===== src/rtl/ds_multi_sender.sv =====
// Periodic multi-destination sender: every PERIOD_CYCLES it emits one
// single-beat packet per enabled destination slot over a NAP data stream.
//
// Ports:
//   clk, resetn         clock, synchronous active-low reset
//   enable              period timer run (1) / hold at 0 (0)
//   dest_addr, dest_en  per-slot NoC address and enable mask
//   tx_valid/ready      data-stream handshake
//   tx_data, tx_addr    beat payload and destination address
//   tx_sop, tx_eop      packet framing (single-beat packets)
//   busy                burst in progress
//   sent_count          accepted beats (wrapping)
//   overrun_count       ticks lost while busy (saturating)
module ds_multi_sender #(
  parameter int DATA_WIDTH    = 256,
  parameter int ADDR_WIDTH    = 4,
  parameter int NUM_DEST      = 4,
  parameter int PERIOD_CYCLES = 25_000_000
) (
  input  logic                           clk,
  input  logic                           resetn,
  input  logic                           enable,
  input  logic [NUM_DEST*ADDR_WIDTH-1:0] dest_addr,
  input  logic [NUM_DEST-1:0]            dest_en,
  output logic                           tx_valid,
  input  logic                           tx_ready,
  output logic [DATA_WIDTH-1:0]          tx_data,
  output logic [ADDR_WIDTH-1:0]          tx_addr,
  output logic                           tx_sop,
  output logic                           tx_eop,
  output logic                           busy,
  output logic [31:0]                    sent_count,
  output logic [15:0]                    overrun_count
);

  localparam int TW = (PERIOD_CYCLES > 2) ?
                      $clog2(PERIOD_CYCLES) : 1;
  localparam int IW = (NUM_DEST > 1) ?
                      $clog2(NUM_DEST) : 1;
  localparam logic [TW-1:0] TMAX =
    TW'(PERIOD_CYCLES - 1);

  typedef enum logic {
    S_IDLE = 1'b0,
    S_SEND = 1'b1
  } state_t;

  state_t r_state;
  state_t w_state_nxt;

  logic [TW-1:0]                  r_timer;
  logic [NUM_DEST-1:0]            r_pend;
  logic [NUM_DEST*ADDR_WIDTH-1:0] r_addr;
  logic [7:0]                     r_burst_pl;
  logic [7:0]                     r_payload;
  logic [15:0]                    r_seq;
  logic [31:0]                    r_sent;
  logic [15:0]                    r_ovr;

  logic                w_tick;
  logic                w_start;
  logic                w_hs;
  logic                w_last;
  logic [IW-1:0]       w_slot;
  logic [NUM_DEST-1:0] w_onehot;
  logic [NUM_DEST-1:0] w_pend_nxt;

  // Period timer; held at 0 whenever enable is low.
  always_ff @(posedge clk) begin
    if (!resetn) begin
      r_timer <= '0;
    end else if (!enable || (r_timer == TMAX)) begin
      r_timer <= '0;
    end else begin
      r_timer <= r_timer + TW'(1);
    end
  end

  assign w_tick  = enable && (r_timer == TMAX);
  assign w_start = (r_state == S_IDLE) && w_tick
                   && (|dest_en);
  assign w_hs    = tx_valid && tx_ready;

  // Lowest pending slot is the one on the wire.
  always_comb begin
    w_slot = '0;
    for (int i = NUM_DEST - 1; i >= 0; i--) begin
      if (r_pend[i]) begin
        w_slot = IW'(i);
      end
    end
  end

  assign w_onehot   = NUM_DEST'(1) << w_slot;
  assign w_pend_nxt = r_pend & ~w_onehot;
  assign w_last     = w_hs && (w_pend_nxt == '0);

  always_ff @(posedge clk) begin
    if (!resetn) begin
      r_state <= S_IDLE;
    end else begin
      r_state <= w_state_nxt;
    end
  end

  always_comb begin
    w_state_nxt = r_state;
    case (r_state)
      S_IDLE: begin
        if (w_start) begin
          w_state_nxt = S_SEND;
        end
      end
      S_SEND: begin
        if (w_last) begin
          w_state_nxt = S_IDLE;
        end
      end
      default: begin
        w_state_nxt = S_IDLE;
      end
    endcase
  end

  // Burst context is captured at the tick so that input
  // changes during a burst only affect the next one.
  always_ff @(posedge clk) begin
    if (!resetn) begin
      r_pend     <= '0;
      r_addr     <= '0;
      r_burst_pl <= '0;
      r_payload  <= '0;
    end else if (w_start) begin
      r_pend     <= dest_en;
      r_addr     <= dest_addr;
      r_burst_pl <= r_payload;
      r_payload  <= r_payload + 8'd1;
    end else if (w_hs) begin
      r_pend <= w_pend_nxt;
    end
  end

  always_ff @(posedge clk) begin
    if (!resetn) begin
      r_seq  <= '0;
      r_sent <= '0;
    end else if (w_hs) begin
      r_seq  <= r_seq + 16'd1;
      r_sent <= r_sent + 32'd1;
    end
  end

  // A tick while still sending is dropped and counted.
  always_ff @(posedge clk) begin
    if (!resetn) begin
      r_ovr <= '0;
    end else if ((r_state == S_SEND) && w_tick
                 && (r_ovr != 16'hFFFF)) begin
      r_ovr <= r_ovr + 16'd1;
    end
  end

  // Beat fields come straight from registers, so they are
  // stable for as long as the sink stalls.
  always_comb begin
    tx_valid = 1'b0;
    tx_sop   = 1'b0;
    tx_eop   = 1'b0;
    tx_addr  = '0;
    tx_data  = '0;
    if (r_state == S_SEND) begin
      tx_valid = 1'b1;
      tx_sop   = 1'b1;
      tx_eop   = 1'b1;
      for (int i = 0; i < NUM_DEST; i++) begin
        if (IW'(i) == w_slot) begin
          tx_addr = r_addr[i*ADDR_WIDTH +: ADDR_WIDTH];
        end
      end
      tx_data = DATA_WIDTH'({r_seq,
                             {(8-IW){1'b0}}, w_slot,
                             r_burst_pl});
    end
  end

  assign busy          = (r_state == S_SEND);
  assign sent_count    = r_sent;
  assign overrun_count = r_ovr;

endmodule


===== config.mk =====
export PLATFORM = sky130hd
export DESIGN_NAME = ds_multi_sender
export DESIGN_NICKNAME = d
export VERILOG_FILES = /design/src/rtl/ds_multi_sender.sv
export SDC_FILE = /design/constraint.sdc
export NUM_CORES = 1
export LEC_CHECK = 0
export ABC_AREA = 1
export CORE_MARGIN = 2
export CORE_UTILIZATION = 45
export DETAILED_ROUTE_END_ITERATION = 6
export PLACE_DENSITY = 0.87
export SYNTH_ARGS = -nofsm -noshare
export SYNTH_HDL_FRONTEND = slang
export SYNTH_SLANG_ARGS = --single-unit

===== constraint.sdc =====
create_clock -name clk -period 2 [get_ports clk]
set_clock_uncertainty 0.05 [all_clocks]
set_input_delay 0.3 -clock clk [delete_from_list [all_inputs] [get_ports clk]]
set_output_delay 0.3 -clock clk [all_outputs]
set_load 0.03 [all_outputs]

==> results.py <==
metrics = {
    "min_path": {
        "holdPathStages": 3,
        "hold_path_class": "input pin to register",
        "hold_start": "resetn",
        "min_to": "r_burst_pl[4]",
    },
    "drt": {
        "vias_per_cell": 4.74,
        "wl_um": 21900,
        "drc": 0,
        "drt-pass1-iter-count": 7,
        "wire_per_inst_um": 12.8,
        "ant_nets": 0,
        "via_count": 8109,
        "drt_iter0_markers": 615,
    },
    "clock_tree": {
        "clkLatencyLatePin_ns": 0.42,
        "clock_path_buffers": 2,
        "cts-htree-levels": 4,
        "cts_sinks": 126,
        "cts_tree": "done",
        "cts_buffers": 17,
        "clk_pin_slew_worst_paths_ns": 0.06,
        "hold_buffers": 0,
        "cts-root-buf": "clkbuf_16",
    },
    "logic_synthesis": {
        "yosys.area.top_type": "dfxtp_1",
        "ys_seq_area_frac": 0.290,
        "yosys_register_bits": 126,
        "synth_top_area_frac": 0.290,
        "yosysMostFrequentCell": "nand2_1",
        "synthCells": 1300,
        "synth_cell_types": 49,
        "synthFlopType": "dfxtp_1",
        "netlist_area_um2": 8690,
        "synth_common_cells": "nand2_1, buf_4, nor2_1",
        "ys_top_cells_by_area": "dfxtp_1, buf_4, nand2_1",
        "yosysWarnings": 0,
        "syn_avg_cell_area_um2": 6.68,
        "synthArstFlopShare": 0,
        "synth_enable_flop_cells": 0,
    },
    "floorplanning": {
        "fp.dieH_um": 143,
        "num_io_pins": 336,
        "core_area_um2": 18800,
        "die_w_um": 143,
        "num_rows": 50,
        "start_util": 0.461,
        "design.die.area_um2": 20400,
    },
    "pwr": {
        "vdd_drop_max_mv": 0.624,
        "power_density_nw_per_um2": 632,
        "p_leak_nw": 4.40,
        "p_total_mw": 6.36,
    },
    "cells_and_area": {
        "stdcell_count": 1712,
        "final_nets": 1468,
        "postLayoutCoreUtil": 0.535,
        "fin_area_um2": 10100,
        "num_antenna_cells": 0,
        "area_delta_synth_final_pct": 15.9,
        "ff_latch_area_um2": 2540,
        "nFillCells": 1744,
        "drive_gt1_frac": 0.127,
        "multi_input_area_um2": 4770,
    },
    "worst_setup_path": {
        "r2r-end": "r_burst_pl[6]",
        "r2r_setup_slack_ns": 0.13,
        "crit_arrival_ns": 1.67,
        "start_kind": "register",
        "path_class": "register to output pin",
        "worstRegToRegCells": 11,
        "crit_fanout": 6,
        "required_ns": 1.65,
        "end_kind": "output pin",
        "r2r_start": "r_timer[0]",
        "crit_path_start": "r_pend[1]",
    },
    "placement": {
        "place_area_um2": 9230,
        "place_inst": 1666,
        "portBuffers": 105,
        "preCtsSetupSlack_ns": 0.000970,
        "gp_congestion": 0.962,
        "hpwl_um": 15700,
    },
    "global_routing": {
        "gr-usage-all-layers": 0.199,
        "grt_first_pass_wirelength_um": 33100,
        "grt_overflow": 0,
        "first_global_vias": 7117,
        "antenna_found_initial": 0,
        "grt_max_degree": 54,
    },
    "sta": {
        "final_hold_viol_count": 0,
        "rsz0062_at_grt": "true",
        "fin_crit_sh": 1.01,
        "fin_setup_tns_ns": -0.0633,
        "max_freq_ghz": 0.495,
        "drv_slew": 0,
        "hold_ws_ns": 0.174,
        "worst_slack_ns": -0.0183,
        "finalCriticalPeriod_ns": 2.02,
        "setup_violations": 4,
    },
    "job": {
        "cap_viol_max_count": 0,
    },
    "status": {
        "violations": "setup timing",
        "status": "finished with violations",
    },
}
logic make-up (layout without fill, tap and decap cells):
logic type / after synthesis / count (layout) / synth area share
other: 1 / 230 / 0.000432
adder cells (fa/ha/maj): 5 / 5 / 0.00720
AND/OR/NAND/NOR: 608 / 608 / 0.315
flip-flops: 126 / 126 / 0.290
AO/OA/AOI/OAI: 145 / 145 / 0.0880
XOR/XNOR: 25 / 25 / 0.0252
buffers and inverters: 390 / 313 / 0.274
state kept, by name, indices dropped and copies added, names as in the netlist:
register and count:
r_timer 25, r_addr 16, r_payload 8, r_pend 4
overrun_count 16, r_seq 16, sent_count 32, busy 1
r_burst_pl 8
layer usage:
layer	global-route usage	routed length, um	vias to the layer above
met5	0	0	-
li1	-	-	3955
met1	0.245	8940	3687
met2	0.346	10800	414
met4	0.0756	516	0
met3	0.0355	1620	53
repair_timing:
item,in CTS,in global routing
buffers inserted,4,10
cloned,0,0
resized for setup,17,29
pin swaps,0,3
endpoints found under the setup margin,8,48
layout by cell type (no fill, tap or decap), types with 9 or more instances in the layout:
cell type	n
xnor2_1	9
clkbuf_16	17
inv_1	118
nor3_1	37
dfxtp_1	118
conb_1	230
o21ai_0	52
nand3_1	69
nand3b_1	10
xor2_1	16
clkdlybuf4s50_1	65
buf_4	77
nor2_1	168
nand2_1	250
nor2_2	13
a21oi_1	76
nand4_1	23
report_power, final:
part           leakage [nW]  switching [mW]  internal (mW)
registers              1.02         0.00235           2.51
clock network         0.290            1.25           1.89
logic                  3.09           0.646         0.0660
total                  4.40            1.90           4.46
worst max-delay path, cell delays in order, from the launching register on:
cell and delay, ns:
dfxtp_4 0.38, buf_6 0.13, nor3_4 0.20, buf_6 0.14, a211oi_2 0.04, nor3_2 0.15, buf_4 0.20
cell type report:
class / instances / area share
clock buffer: 18 / 0.0436
clock inverter: 14 / 0.0153
sequential: 126 / 0.252
timing repair buffer: 153 / 0.134
inverter: 128 / 0.0486
tap: 260 / 0.0323
multi-input combinational: 1013 / 0.474
worst max path at each step:
stage	to	slack [ns]
2_1_floorplan	tx_addr[0]	-0.01
4_1_cts	tx_addr[0]	-0.02
6_report	tx_addr[2]	-0.02
3_5_place_dp	r_pend[1]	0.001
5_1_grt	tx_addr[0]	-0.07
3_3_place_gp	sent_count[23]	0.03
No activity file was read; power rests on OpenSTA's default activity.
